<file path="config.mk">
export PLATFORM = sky130hd
export DESIGN_NAME = alu_operand_seq
export DESIGN_NICKNAME = d
export VERILOG_FILES = /design/src/rtl/alu_operand_seq.sv
export SDC_FILE = /design/constraint.sdc
export NUM_CORES = 1
export LEC_CHECK = 0
export CORE_ASPECT_RATIO = 1.75
export CORE_MARGIN = 2
export CORE_UTILIZATION = 50
export CTS_CLUSTER_DIAMETER = 30
export DETAILED_ROUTE_END_ITERATION = 16
export DONT_BUFFER_PORTS = 1
export PLACE_DENSITY = 0.66
export SKIP_LAST_GASP = 1
export SLEW_MARGIN = 10
export SYNTH_ARGS = -nofsm -noshare
export SYNTH_HDL_FRONTEND = slang
export SYNTH_SLANG_ARGS = --single-unit
</file>
<file path="constraint.sdc">
create_clock -name clk -period 1.88 [get_ports clk]
set_input_delay 0.282 -clock clk [delete_from_list [all_inputs] [get_ports clk]]
set_output_delay 0.282 -clock clk [all_outputs]
set_load 0.01 [all_outputs]
</file>
<file path="src/rtl/alu_operand_seq.sv">
// alu_operand_seq: sequences register-file operands through an external ALU (IDLE->RA->RB->EX->WB)
module alu_operand_seq (
  input  logic        clk,
  input  logic        reset_n,
  input  logic        start,
  input  logic [1:0]  op,
  input  logic [2:0]  rd,
  input  logic [2:0]  rn,
  input  logic [2:0]  rm,
  input  logic [1:0]  shift,
  input  logic        wb,
  input  logic        ld_en,
  input  logic [2:0]  ld_addr,
  input  logic [15:0] ld_data,
  input  logic [2:0]  dbg_addr,
  output logic [15:0] dbg_data,
  output logic [15:0] alu_a,
  output logic [15:0] alu_b,
  output logic [1:0]  alu_op,
  input  logic [15:0] alu_out,
  input  logic [2:0]  alu_z,
  output logic [15:0] result,
  output logic [2:0]  status,
  output logic        busy,
  output logic        done
);
  typedef enum logic [2:0] {IDLE, RA, RB, EX, WB} state_t;
  state_t state_q, state_d;
  logic [15:0] rf_q [8];
  logic [15:0] a_q, b_q, c_q, rm_val, b_shift;
  logic [2:0]  status_q, rd_q, rn_q, rm_q;
  logic [1:0]  op_q, shift_q;
  logic        wb_q, done_q;
  assign rm_val  = rf_q[rm_q];
  assign b_shift = shift_q == 2'b01 ? {rm_val[14:0], 1'b0} :
                   shift_q == 2'b10 ? {1'b0, rm_val[15:1]} :
                   shift_q == 2'b11 ? {rm_val[15], rm_val[15:1]} : rm_val;
  assign dbg_data = rf_q[dbg_addr];
  assign alu_a    = a_q;
  assign alu_b    = b_q;
  assign alu_op   = op_q;
  assign result   = c_q;
  assign status   = status_q;
  assign busy     = state_q != IDLE;
  assign done     = done_q;
  always_comb begin
    state_d = state_q;
    case (state_q)
      IDLE:    state_d = start ? RA : IDLE;
      RA:      state_d = RB;
      RB:      state_d = EX;
      EX:      state_d = WB;
      WB:      state_d = IDLE;
      default: state_d = IDLE;
    endcase
  end
  always_ff @(posedge clk or negedge reset_n)
    if (!reset_n) state_q <= IDLE;
    else          state_q <= state_d;
  // Loads are only honoured in IDLE, so a load can never race the WB write.
  always_ff @(posedge clk or negedge reset_n) begin
    if (!reset_n) begin
      for (int i = 0; i < 8; i++) rf_q[i] <= '0;
      a_q      <= '0;
      b_q      <= '0;
      c_q      <= '0;
      status_q <= '0;
      op_q     <= '0;
      rd_q     <= '0;
      rn_q     <= '0;
      rm_q     <= '0;
      shift_q  <= '0;
      wb_q     <= 1'b0;
      done_q   <= 1'b0;
    end else begin
      done_q <= 1'b0;
      case (state_q)
        IDLE: begin
          if (ld_en) rf_q[ld_addr] <= ld_data;
          if (start) begin
            op_q    <= op;
            rd_q    <= rd;
            rn_q    <= rn;
            rm_q    <= rm;
            shift_q <= shift;
            wb_q    <= wb;
          end
        end
        RA: a_q <= rf_q[rn_q];
        RB: b_q <= b_shift;
        EX: begin
          c_q      <= alu_out;
          status_q <= alu_z;
        end
        WB: begin
          if (wb_q) rf_q[rd_q] <= c_q;
          done_q <= 1'b1;
        end
        default: ;
      endcase
    end
  end
endmodule

</file>
# Word-level counts from Yosys, hierarchy flattened
# Cells that the tools add are included.
[word_totals]
out_inout_bits = 71
elab_cells = 72
register_bits = 197
[classes]
bitwise_logic = 5
muxes = 24
n_eq_ne = 9
n_lt_le_gt_ge = 7
n_reduce_logical = 7
[op_table]
columns = ["operator", "count"]
rows = [
  ["128-bit bitwise mux", 2],
  ["128-bit 2-to-1 mux", 2],
  ["128-bit one-hot mux with 2 select lines", 1],
  ["16-bit 2-to-1 mux", 10],
  ["16-bit binary-select mux with 3-bit select", 3],
  ["16-bit demux with 3-bit select", 2],
  ["4-bit greater-or-equal comparator (second input constant)", 5],
  ["3-bit inverter with 4-bit output", 5],
  ["15-bit 2-to-1 mux", 1],
  ["3-bit one-hot mux with 4 select lines", 1],
  ["4-bit by 1-bit less-than comparator with 1-bit output (second input constant)", 2],
  ["3-bit by 2-bit == test with 1-bit output (second input constant)", 2],
  ["2-bit == test (second input constant)", 2],
  ["2-bit != test (second input constant)", 2],
  ["3-bit by 1-bit == test with 1-bit output (second input constant)", 1],
  ["3-bit == test (second input constant)", 1],
  ["3-bit logical NOT", 1],
  ["3-bit AND reduction", 1],
  ["3-bit nonzero test", 1],
  ["2-bit by 1-bit == test with 1-bit output (second input constant)", 1],
  ["1-bit logical AND", 2],
  ["1-bit 2-to-1 mux", 2],
  ["2-bit AND reduction", 1],
  ["2-bit nonzero test", 1],
]

# Logic depth before layout (Yosys ltp)
# Gate-level depths: netlist of the first run.
[logic_depth]
depth_word = 8
ltp_mapped = 8

# Worst setup path after synthesis of the first run
# OpenSTA, ideal clock, no wires.
[synth_timing]
path_kind = "reg2reg"
from = "register rd_q[1]"
to = "register rf_q[55] (netlist bit)"
n_path_buf = 3
path_slack_ps = -158
path_stages_with_launch = 8
setup_ps = 125
synth_period_minus_slack_ps = 2038
t_arrival_ps = 1913
cell_sequence = "dfrtp_1 buf_2 or3b_1 clkbuf_1 mux2_4 nor2_8 buf_6 mux2_2"
[synth_between]
elab_chain_cells = 8
[synth_lines]
columns = ["item", "line_no", "rtl"]
rows = [
  ["start: declaration", "31", "logic [2:0] status_q, rd_q, rn_q, rm_q;"],
  ["start signal: assignment", "82", "rd_q <= rd;"],
  ["3-bit inverter with 4-bit output (not written as such) (*)", "96", "if (wb_q) rf_q[rd_q] <= c_q;"],
  ["4-bit greater-or-equal comparator (not written as such) or 4-bit by 1-bit less-than comparator with 1-bit output (tied branches)", "96", ""],
  ["1-bit logical AND (not written as such)", "96", ""],
  ["16-bit 2-to-1 mux (not written as such)", "96", ""],
  ["16-bit demux with 3-bit select (*)", "96", ""],
  ["128-bit bitwise mux (*)", "96", ""],
  ["128-bit 2-to-1 mux (*)", "96", ""],
  ["128-bit one-hot mux with 2 select lines (*)", "77", "case (state_q)"],
  ["end signal: indexed assignment", "79", "if (ld_en) rf_q[ld_addr] <= ld_data;"],
  ["end signal: indexed assignment", "96", ""],
  ["end: declaration", "29", "logic [15:0] rf_q [8];"],
]
# Mark *: on every way between the ends. The rest lies on a longest branch, timed or not. The select of a mux whose other input is x is not followed.
# A chain may end at the register's enable or synchronous reset.

# Final worst setup path of the first run
[layout_timing]
from = "register state_q[0]"
to = "register rf_q[96] (netlist bit)"
[layout_between]
elab_chain_cells = 3
[layout_lines]
columns = ["item", "line_no", "rtl"]
rows = [
  ["start: declaration", "28", "state_t state_q, state_d;"],
  ["start signal: assignment", "59", "else state_q <= state_d;"],
  ["3-bit == test or 3-bit logical NOT (tied branches)", "77", ""],
  ["2-bit != test (no source line) or 2-bit nonzero test (tied branches)", "n/a", ""],
  ["3-bit AND reduction (no source line)", "n/a", ""],
]
# Several ways; a longest one is shown, not always the timed one.

==> results of run 1 <==
[through the flow]
step / util [%] / hold WS (ns)
floorplan: - / -0.0136
global placement: 54.9 / -0.00802
detailed placement: 54.9 / -0.00896
CTS: 61.8 / -0.501
global route: 63.6 / -0.501
finish: 63.6 / -0.491
[per-layer routing]
metal	track usage (%)	part of all wire, %	up-vias
li1	-	-	4167
met1	38.1	32	5186
met2	58.6	51	652
met3	6.20	7.3	226
met4	28.0	9.3	0
met5	0	0	-
[flip-flops by register name, indices dropped and copies added, names as in the netlist, 3 cells and up]
signal	flops
status	3
rm_q	3
rd_q	3
alu_b	16
rn_q	3
alu_a	16
result	16
state_q	3
rf_q	128
[final timing paths]
check | cells past startpoint | slack (ns) | endpoint
setup / recovery | 6 | -0.18 | rf_q[96]
hold / removal | 0 | -0.49 | status[2]
setup reg to reg | 6 | -0.18 | rf_q[96]
hold reg to reg | 1 | 0.54 | rf_q[66]
max in group asynchronous | 0 | 1.81 | rm_q[1]
min in group clk | 3 | 0.16 | rf_q[61]
[cell families (layout without fill, tap and decap cells)]
logic type / count (synthesis) / after routing
mux: 305 / 305
simple gates: 190 / 190
buf+inv: 94 / 268
flops: 197 / 197
compound gates: 212 / 212
[timing repair]
item	4_1_cts	5_1_grt
pin swaps	2	4
endpoints found under the hold margin	230	197
cloned	0	3
buffers inserted	60	31
resized for setup	61	41
endpoints found under the setup margin	150	171
[final cells by class]
class / instances / area, µm²
Fill cell: 1830 / 8670
Clock inverter: 13 / 171
Timing Repair Buffer: 233 / 2240
Inverter: 3 / 16.3
Tap cell: 308 / 385
Clock buffer: 19 / 443
Multi-Input combinational cell: 707 / 6970
Sequential cell: 197 / 4930
[power breakdown]
| group | internal, mW | switching (mW) |
|---|---|---|
| Combinational | 7.08 | 6.93 |
| Clock | 2.15 | 1.79 |
| Sequential | 6.06 | 1.96 |
| Total | 15.3 | 10.7 |
[layout by cell type, fill, tap and decap left out, types with 5 or more instances in the layout]
cell / synthesis / routed
a21oi_1: 21 / 21
a22oi_1: 28 / 26
a31oi_1: 25 / 25
buf_12: 0 / 25
buf_4: 0 / 159
buf_6: 11 / 10
clkbuf_16: 0 / 19
dfrtp_1: 197 / 193
dlygate4sd3_1: 0 / 33
mux2_1: 44 / 14
mux2_2: 86 / 53
mux2_4: 34 / 97
mux2i_1: 73 / 72
mux4_2: 68 / 68
nand2_1: 72 / 71
nand2_2: 18 / 8
nand2_4: 0 / 11
nand3_1: 26 / 26
nand3b_1: 5 / 5
nor2_1: 37 / 34
nor2_4: 3 / 5
o22ai_1: 128 / 127
or3b_1: 7 / 6
==> qor.yml, run 1 <==
run:
  maxCapViolations: 0
timing:
  slew_viol_final: 0
  fin_ws_ns: -0.179
  final.setup.tns_ns: -17.44
  slew_headroom_pct: 56.1
  tightest_slew_ns: 0.658
  finalHoldViolations: 197
  rsz0062_at_grt: "yes"
  skew_ns: 0.0104
  finalCritPeriodShare_pct: 110
  setup_violations: 145
  fmax_ghz: 0.486
  whs_ns: -0.491
  period_needed_ns: 2.06
setup_path:
  criticalPathCategory: "flop to flop"
  path_buf_inv: 2
  cp-start-kind: "flop"
  worst_setup_path_end_kind: "flop"
  r2r_start: "state_q[0]"
  cp_common_cell: "mux2_4"
  slowest_stage: "or3b_4"
  critPathTopFamily: "multiplexers"
  worstPathRequired_ns: 2.23
  arrival_ns: 2.41
  cp_max_fo: 6
  crit_chain: "or3b_4, buf_8, mux2_4, nor2_8, clkbuf_16, mux2_4"
  worstSetupStartpoint: "state_q[0]"
  cp_slowest_stage_delay_ns: 0.42
power:
  leakagePower_nw: 6.90
  power.total_mw: 26.0
  power.density_nw_per_um2: 1710
  vdd_drop_max_mv: 0.908
global_route:
  grt_max_degree: 198
  antenna_found_initial: 0
  grt_pass1_vias: 10375
  grt_first_pass_wirelength_um: 64200
  grtUsageTotal_pct: 34.9
  grt_overflow: 0
clock_tree:
  htreeDepth: 4
  root_buffer: "clkbuf_16"
  numCtsBuffers: 17
  hold_buffers: 33
  cts.clk_slew.worst_paths_ns: 0.07
  cts_tree: "built"
  clock_latency_ns: 0.47
  max-clock-path-buffers: 2
  clock_sinks: 197
yosys:
  syn_area_per_cell_um2: 12.1
  synth.most_common_cell: "dfrtp_1"
  ys_seq_elements: 197
  yosys_warnings: 0
  synth_top_area_cell: "dfrtp_1"
  muxShareOfSynthArea_pct: 35.2
  synth-simple-area-share_pct: 8.33
  synth_edf_count: 0
  syn_area_um2: 12000
  yosysUniqueCellTypes: 40
  synth-xor-area-share_pct: 0
  synth_area_leaders: "dfrtp_1 41%, mux4_2 13%, mux2_2 8.1%"
  ys_async_sr_fraction_pct: 100
  synth_fa_ha_area_share_pct: 0
  ys_top_cells_by_count: "197 x dfrtp_1, 128 x o22ai_1, 86 x mux2_2, 73 x mux2i_1, 72 x nand2_1"
  synth_top_family_by_area: "multiplexers"
  syn_nets: 1057
  ys_seq_area_share_pct: 41.0
  synth_compound_gate_area_share_pct: 11.4
  synthCells: 998
  synth_top_area_share_pct: 41.0
  ys.flop_type: "dfrtp_1"
final_layout:
  fin_nets: 1218
  drive_gt1_share_pct: 42.8
  final_area_um2: 15200
  antenna_cells: 0
  syn_to_final_growth_pct: 26.1
  stdcell_count: 1480
floorplan:
  fp.dieH_um: 209
  rows: 75
  io_pins: 130
  die_width_um: 121
  initial_core_util_pct: 50.5
  die_area_um2: 25400
  coreArea_um2: 23800
routing:
  vias: 10231
  totalWireLength_um: 44100
  dr.pass1.iters: 6
  ant_nets: 0
  drc_errors: 0
  wire_per_inst_um: 29.8
  initialDrtViolationCount: 1201
  vias_per_cell: 6.91
min_path:
  hp-class: "input pin to asynchronous set/reset pin"
placed_design:
  placed_area_um2: 13100
  place_congestion: 0.872
  hpwl_um: 28100
  place_inst: 1322
  dpl_worst_slack_ns: -0.251
  io_buffers: 0
run_status:
  status: "finished with violations"
  violations: "hold timing, setup timing"
No activity file was read; power rests on OpenSTA's default activity.
==> run 2, diff against run 1 <==
- CORE_UTILIZATION: 50 -> 59
- PLACE_DENSITY: 0.66 -> 0.76
==> qor.yml, run 2 (synthesis results as in run 1) <==
run_status:
  status: "finished with violations"
  violations: "hold timing, setup timing"
routing:
  dr.pass1.iters: 5  # -1
  ant_nets: 0  # unchanged
  vias_per_cell: 7.54  # +9.1%
  totalWireLength_um: 45600  # +3.4%
  initialDrtViolationCount: 1310  # +9.1%
  vias: 10761  # +5.2%
  wire_per_inst_um: 32.0  # +7.3%
  drc_errors: 0  # unchanged
timing:
  whs_ns: -0.472  # +0.0192 ns
  fmax_ghz: 0.488  # +0.53%
  skew_ns: 0.0128  # +0.00246 ns
  period_needed_ns: 2.05  # -0.0109 ns
  setup_violations: 148  # +2.1%
  finalHoldViolations: 197  # unchanged
  tightest_slew_ns: 0.596  # -0.0623 ns
  slew_headroom_pct: 60.2  # +4.1 points
  finalCritPeriodShare_pct: 109  # -0.58 points
  slew_viol_final: 0  # unchanged
  rsz0062_at_grt: "yes"
  fin_ws_ns: -0.169  # +0.0109 ns
setup_path:
  r2r-end: "rf_q[110]"
  crit_chain: "or3b_4, buf_6, mux2_4, nor2_8, buf_12, mux2_1"
  worst_setup_path_end_kind: "flop"
  criticalPathCategory: "flop to flop"
  r2r_slack_ns: -0.17  # about the same
  arrival_ns: 2.37  # -0.04 ns
  slowest_stage: "dfrtp_2"
  r2r_start: "state_q[1]"
  worstPathRequired_ns: 2.20  # -0.03 ns
  path_buf_inv: 2  # unchanged
  cp-start-kind: "flop"
  worstSetupStartpoint: "state_q[1]"
  reg2reg_depth: 6  # unchanged
  critPathTopFamily: "multiplexers"
  cp_max_fo: 12  # +6
  cp_slowest_stage_delay_ns: 0.40  # -0.02 ns
global_route:
  grt_max_degree: 198  # unchanged
  grt_first_pass_wirelength_um: 65400  # +1.8%
  grt_pass1_vias: 10657  # +2.7%
  grtUsageTotal_pct: 41.2  # +6.3 points
  grt_overflow: 0  # unchanged
  antenna_found_initial: 1  # +1
clock_tree:
  hold_buffers: 33  # unchanged
  cts.clk_slew.worst_paths_ns: 0.08  # about the same
  htreeDepth: 4  # unchanged
  root_buffer: "clkbuf_16"
  clock_sinks: 197  # unchanged
  numCtsBuffers: 17  # unchanged
  max-clock-path-buffers: 2  # unchanged
  clock_latency_ns: 0.46  # about the same
  cts_tree: "built"
floorplan:
  initial_core_util_pct: 59.8  # +9.3 points
  die_width_um: 112  # -7.7%
  fp.dieH_um: 193  # -7.8%
  die_area_um2: 21600  # -15%
  io_pins: 130  # unchanged
  rows: 69  # -8.0%
  coreArea_um2: 20100  # -16%
final_layout:
  largest_reg_flops: 128  # unchanged
  regMostFlops: "rf_q"
  syn_to_final_growth_pct: 24.8
  fin_nets: 1223  # +0.41%
  layout_commonest_cell: "dfrtp_1"
  utilization_pct: 74.6  # +11 points
  drive_gt1_share_pct: 42.7  # -0.18 points
  nFillCells: 1218  # -33%
  final_cell_mix: "193 x dfrtp_1, 168 x buf_4, 121 x o22ai_1"
power:
  power.total_mw: 26.1  # +0.48%
  power.density_nw_per_um2: 1740  # +1.5%
  leakagePower_nw: 6.86  # -0.68%
  vdd_drop_max_mv: 1.24  # +36%
placed_design:
  io_buffers: 0  # unchanged
  hpwl_um: 26700  # -5.1%
  place_congestion: 0.923  # +5.9%
run:
  maxCapViolations: 0  # unchanged
min_path:
  hp-class: "input pin to asynchronous set/reset pin"
## run 2: layout make-up
cell class | count | area, µm² | area share, %
Antenna cell | 2 | 5.00 | 0.0333
Clock buffer | 17 | 425 | 2.83
Clock inverter | 15 | 119 | 0.792
Inverter | 3 | 16.3 | 0.108
Multi-Input combinational cell | 707 | 6930 | 46.2
Sequential cell | 197 | 4930 | 32.9
Tap cell | 248 | 310 | 2.07
Timing Repair Buffer | 238 | 2270 | 15.1
## run 2: per-stage QoR
step,setup WS [ns],area (µm²),cells,setup TNS [ns]
after floorplan,-0.138,12100,998,-9.22
after global placement,-0.112,13100,1263,-9.10
after detailed placement,-0.141,13100,1263,-12.95
after CTS,-0.128,14700,1399,-9.95
after global routing,-0.200,15000,1426,-18.86
final,-0.169,15000,1427,-12.50
## run 2: repair_timing
item / in CTS / in global routing
buffers inserted: 71 / 25
pin swaps: 0 / 1
gates cloned: 0 / 1
endpoints found under the setup margin: 160 / 155
gates resized for setup: 46 / 28
hold endpoints to repair: 230 / 197
## run 2: how the worst max path moves through the flow
| stage | endpoint | slack [ns] | cells past startpoint |
|---|---|---|---|
| floorplan | rf_q[55] | -0.14 | 7 |
| global placement | rf_q[55] | -0.11 | 6 |
| detailed placement | rf_q[100] | -0.14 | 6 |
| CTS | rf_q[63] | -0.13 | 6 |
| global route | rf_q[84] | -0.20 | 6 |
| finish | rf_q[110] | -0.17 | 6 |
## run 2: metal layers
metal  global-route usage (%)  vias to the layer above  share of wire, %
met3                     9.48                      353                10
met4                     36.9                        0                11
met5                        0                        -                 0
met1                     44.8                     5265                30
li1                         -                     4188                 -
met2                     66.8                      955                48
## run 2: worst register-to-register path, cell delays in order (launching register included)
cell	delay [ns]
dfrtp_2	0.40
or3b_4	0.40
buf_6	0.15
mux2_4	0.33
nor2_8	0.12
buf_12	0.16
mux2_1	0.35
## run 2: power by group
group          leakage, nW  switching (mW)  internal (mW)
clock                0.263            1.80           1.72
sequential            2.53            2.00           6.06
combinational         4.06            7.43           7.09
total                 6.86            11.2           14.9
==> run 3, diff against run 2 <==
- CORE_UTILIZATION: 59 -> 64
- PLACE_DENSITY: 0.76 -> 0.78
- clock period: 1.88 -> 2.1 ns (I/O delays scaled with it)
==> qor.yml, run 3 (synthesis results as in run 1) <==
run_status:
  status: "finished with violations"
  violations: "hold timing"
final_layout:
  final_cell_mix: "195 x dfrtp_1, 122 x o22ai_1, 86 x mux2_2"
  stdcell_count: 1276  # -11%
  syn_to_final_growth_pct: 13.2
  layout_commonest_cell: "dfrtp_1"
  fin_nets: 1083  # -11%
  largest_reg_flops: 128  # unchanged
  regMostFlops: "rf_q"
  drive_gt1_share_pct: 33.8  # -8.9 points
setup_path:
  crit_chain: "buf_12, or3b_4, buf_6, mux2_4, nor2_8, buf_12, mux2_2"
  cp_max_fo: 10  # -2
  arrival_ns: 2.42  # +0.05 ns
  cp-start-kind: "flop"
  r2r_slack_ns: 0.02  # +0.19 ns
  worstPathRequired_ns: 2.44  # +0.24 ns
  r2r-end: "rf_q[112]"
  slowest_stage: "dfrtp_1"
  path_buf_inv: 3  # +1
  reg2reg_depth: 7  # +1
  critPathTopFamily: "multiplexers"
  criticalPathCategory: "flop to flop"
  worst_setup_path_end_kind: "flop"
  r2r_start: "state_q[2]"
  cp_slowest_stage_delay_ns: 0.38  # -0.02 ns
  cp_common_cell: "buf_12"
power:
  vdd_drop_max_mv: 1.18  # -4.3%
  power.density_nw_per_um2: 1560  # -11%
  leakagePower_nw: 6.03  # -12%
  power.total_mw: 21.2  # -19%
routing:
  vias_per_cell: 7.71  # +2.2%
  dr.pass1.iters: 5  # unchanged
  vias: 9837  # -8.6%
  totalWireLength_um: 40700  # -11%
  initialDrtViolationCount: 1016  # -22%
  wire_per_inst_um: 31.9  # -0.13%
  drc_errors: 0  # unchanged
  ant_nets: 0  # unchanged
global_route:
  grt_pass1_vias: 10034  # -5.8%
  grtUsageTotal_pct: 42.3  # +1.1 points
  grt_first_pass_wirelength_um: 61100  # -6.6%
  grt_max_degree: 198  # unchanged
  grt_overflow: 0  # unchanged
  antenna_found_initial: 1  # unchanged
clock_tree:
  root_buffer: "clkbuf_16"
  htreeDepth: 4  # unchanged
  clock_sinks: 197  # unchanged
  cts_tree: "built"
  numCtsBuffers: 17  # unchanged
  clock_latency_ns: 0.46  # about the same
  cts.clk_slew.worst_paths_ns: 0.07  # about the same
  max-clock-path-buffers: 2  # unchanged
floorplan:
  io_pins: 130  # unchanged
  fp.dieH_um: 185  # -3.9%
  die_area_um2: 19900  # -7.6%
  coreArea_um2: 18500  # -8.0%
  die_width_um: 108  # -3.8%
  rows: 66  # -4.3%
  initial_core_util_pct: 65.0  # +5.2 points
min_path:
  hp-class: "input pin to asynchronous set/reset pin"
run:
  maxCapViolations: 0  # unchanged
timing:
  rsz0062_at_grt: "yes"
  fmax_ghz: 0.480  # -1.6%
  fin_ws_ns: 0.0183  # +0.187 ns
  skew_ns: 0.0117  # -0.00111 ns
  slew_viol_final: 0  # unchanged
  final.setup.tns_ns: 0  # +12.50 ns
  finalCritPeriodShare_pct: 99.1  # -9.8 points
  setup_violations: 0  # -100%
  slew_headroom_pct: 58.8  # -1.4 points
  tightest_slew_ns: 0.617  # +0.0216 ns
  period_needed_ns: 2.08  # +0.0332 ns
  whs_ns: -0.446  # +0.0263 ns
  finalHoldViolations: 197  # unchanged
placed_design:
  place_congestion: 0.960  # +4.0%
  dpl_worst_slack_ns: -0.00708  # +0.134 ns
  hpwl_um: 26600  # about the same
  io_buffers: 0  # unchanged
  place_inst: 1222  # -3.2%
## run 3: cell types whose count changed in the layout (fill, tap and decap cells not counted), sizes merged
cell	before	now
bufinv	0	3
clkbuf	18	21
buf	204	78
inv	8	2
clkinvlp	3	2
diode	2	1
dlygate4sd3	33	20
## run 3: worst max-delay path by stage
stage,from,to,cells after the start
3_5_place_dp,state_q[2],rf_q[60],7
2_1_floorplan,rd_q[1],rf_q[55],7
6_report,state_q[2],rf_q[112],7
3_3_place_gp,state_q[2],rf_q[55],7
5_1_grt,state_q[2],rf_q[94],7
4_1_cts,state_q[2],rf_q[52],7
## run 3: per-layer routing
metal,track usage [%],routed length (µm),up-vias
met5,0,0,-
met4,35.7,3920,0
met3,8.55,3650,240
met2,69.2,20600,778
met1,46.4,12600,4912
li1,-,-,3907
## run 3: report_power, final
group | leakage [nW] | internal, mW | switching [mW] | total (mW)
combinational | 3.20 | 4.76 | 5.34 | 10.1
sequential | 2.54 | 5.42 | 2.16 | 7.59
clock | 0.299 | 1.97 | 1.52 | 3.49
total | 6.03 | 12.2 | 9.02 | 21.2
## run 3: area by class of cell
| type | count | area (µm²) |
|---|---|---|
| Sequential cell | 197 | 4930 |
| Antenna cell | 1 | 2.50 |
| Fill cell | 1246 | 4880 |
| Timing Repair Buffer | 98 | 1070 |
| Multi-Input combinational cell | 707 | 6680 |
| Tap cell | 238 | 298 |
| Clock buffer | 21 | 470 |
| Clock inverter | 11 | 150 |
| Inverter | 3 | 12.5 |
## run 3: per-stage QoR
| stage | hold WS (ns) | cell area, µm² | util, % |
|---|---|---|---|
| 3_3_place_gp | 0.0271 | 12700 | 68.8 |
| 5_1_grt | -0.460 | 13600 | 73.6 |
| 2_1_floorplan | 0.0194 | 12000 | - |
| 3_5_place_dp | 0.0284 | 12700 | 68.8 |
| 6_report | -0.446 | 13600 | 73.6 |
| 4_1_cts | -0.450 | 13500 | 73.2 |
## run 3: what timing repair did
| item | CTS | global route |
|---|---|---|
| endpoints found under the setup margin | 14 | 76 |
| gates resized for setup | 2 | 13 |
| endpoints found under the hold margin | 216 | 198 |
| setup buffers | 0 | 1 |
| hold buffers | 19 | 1 |
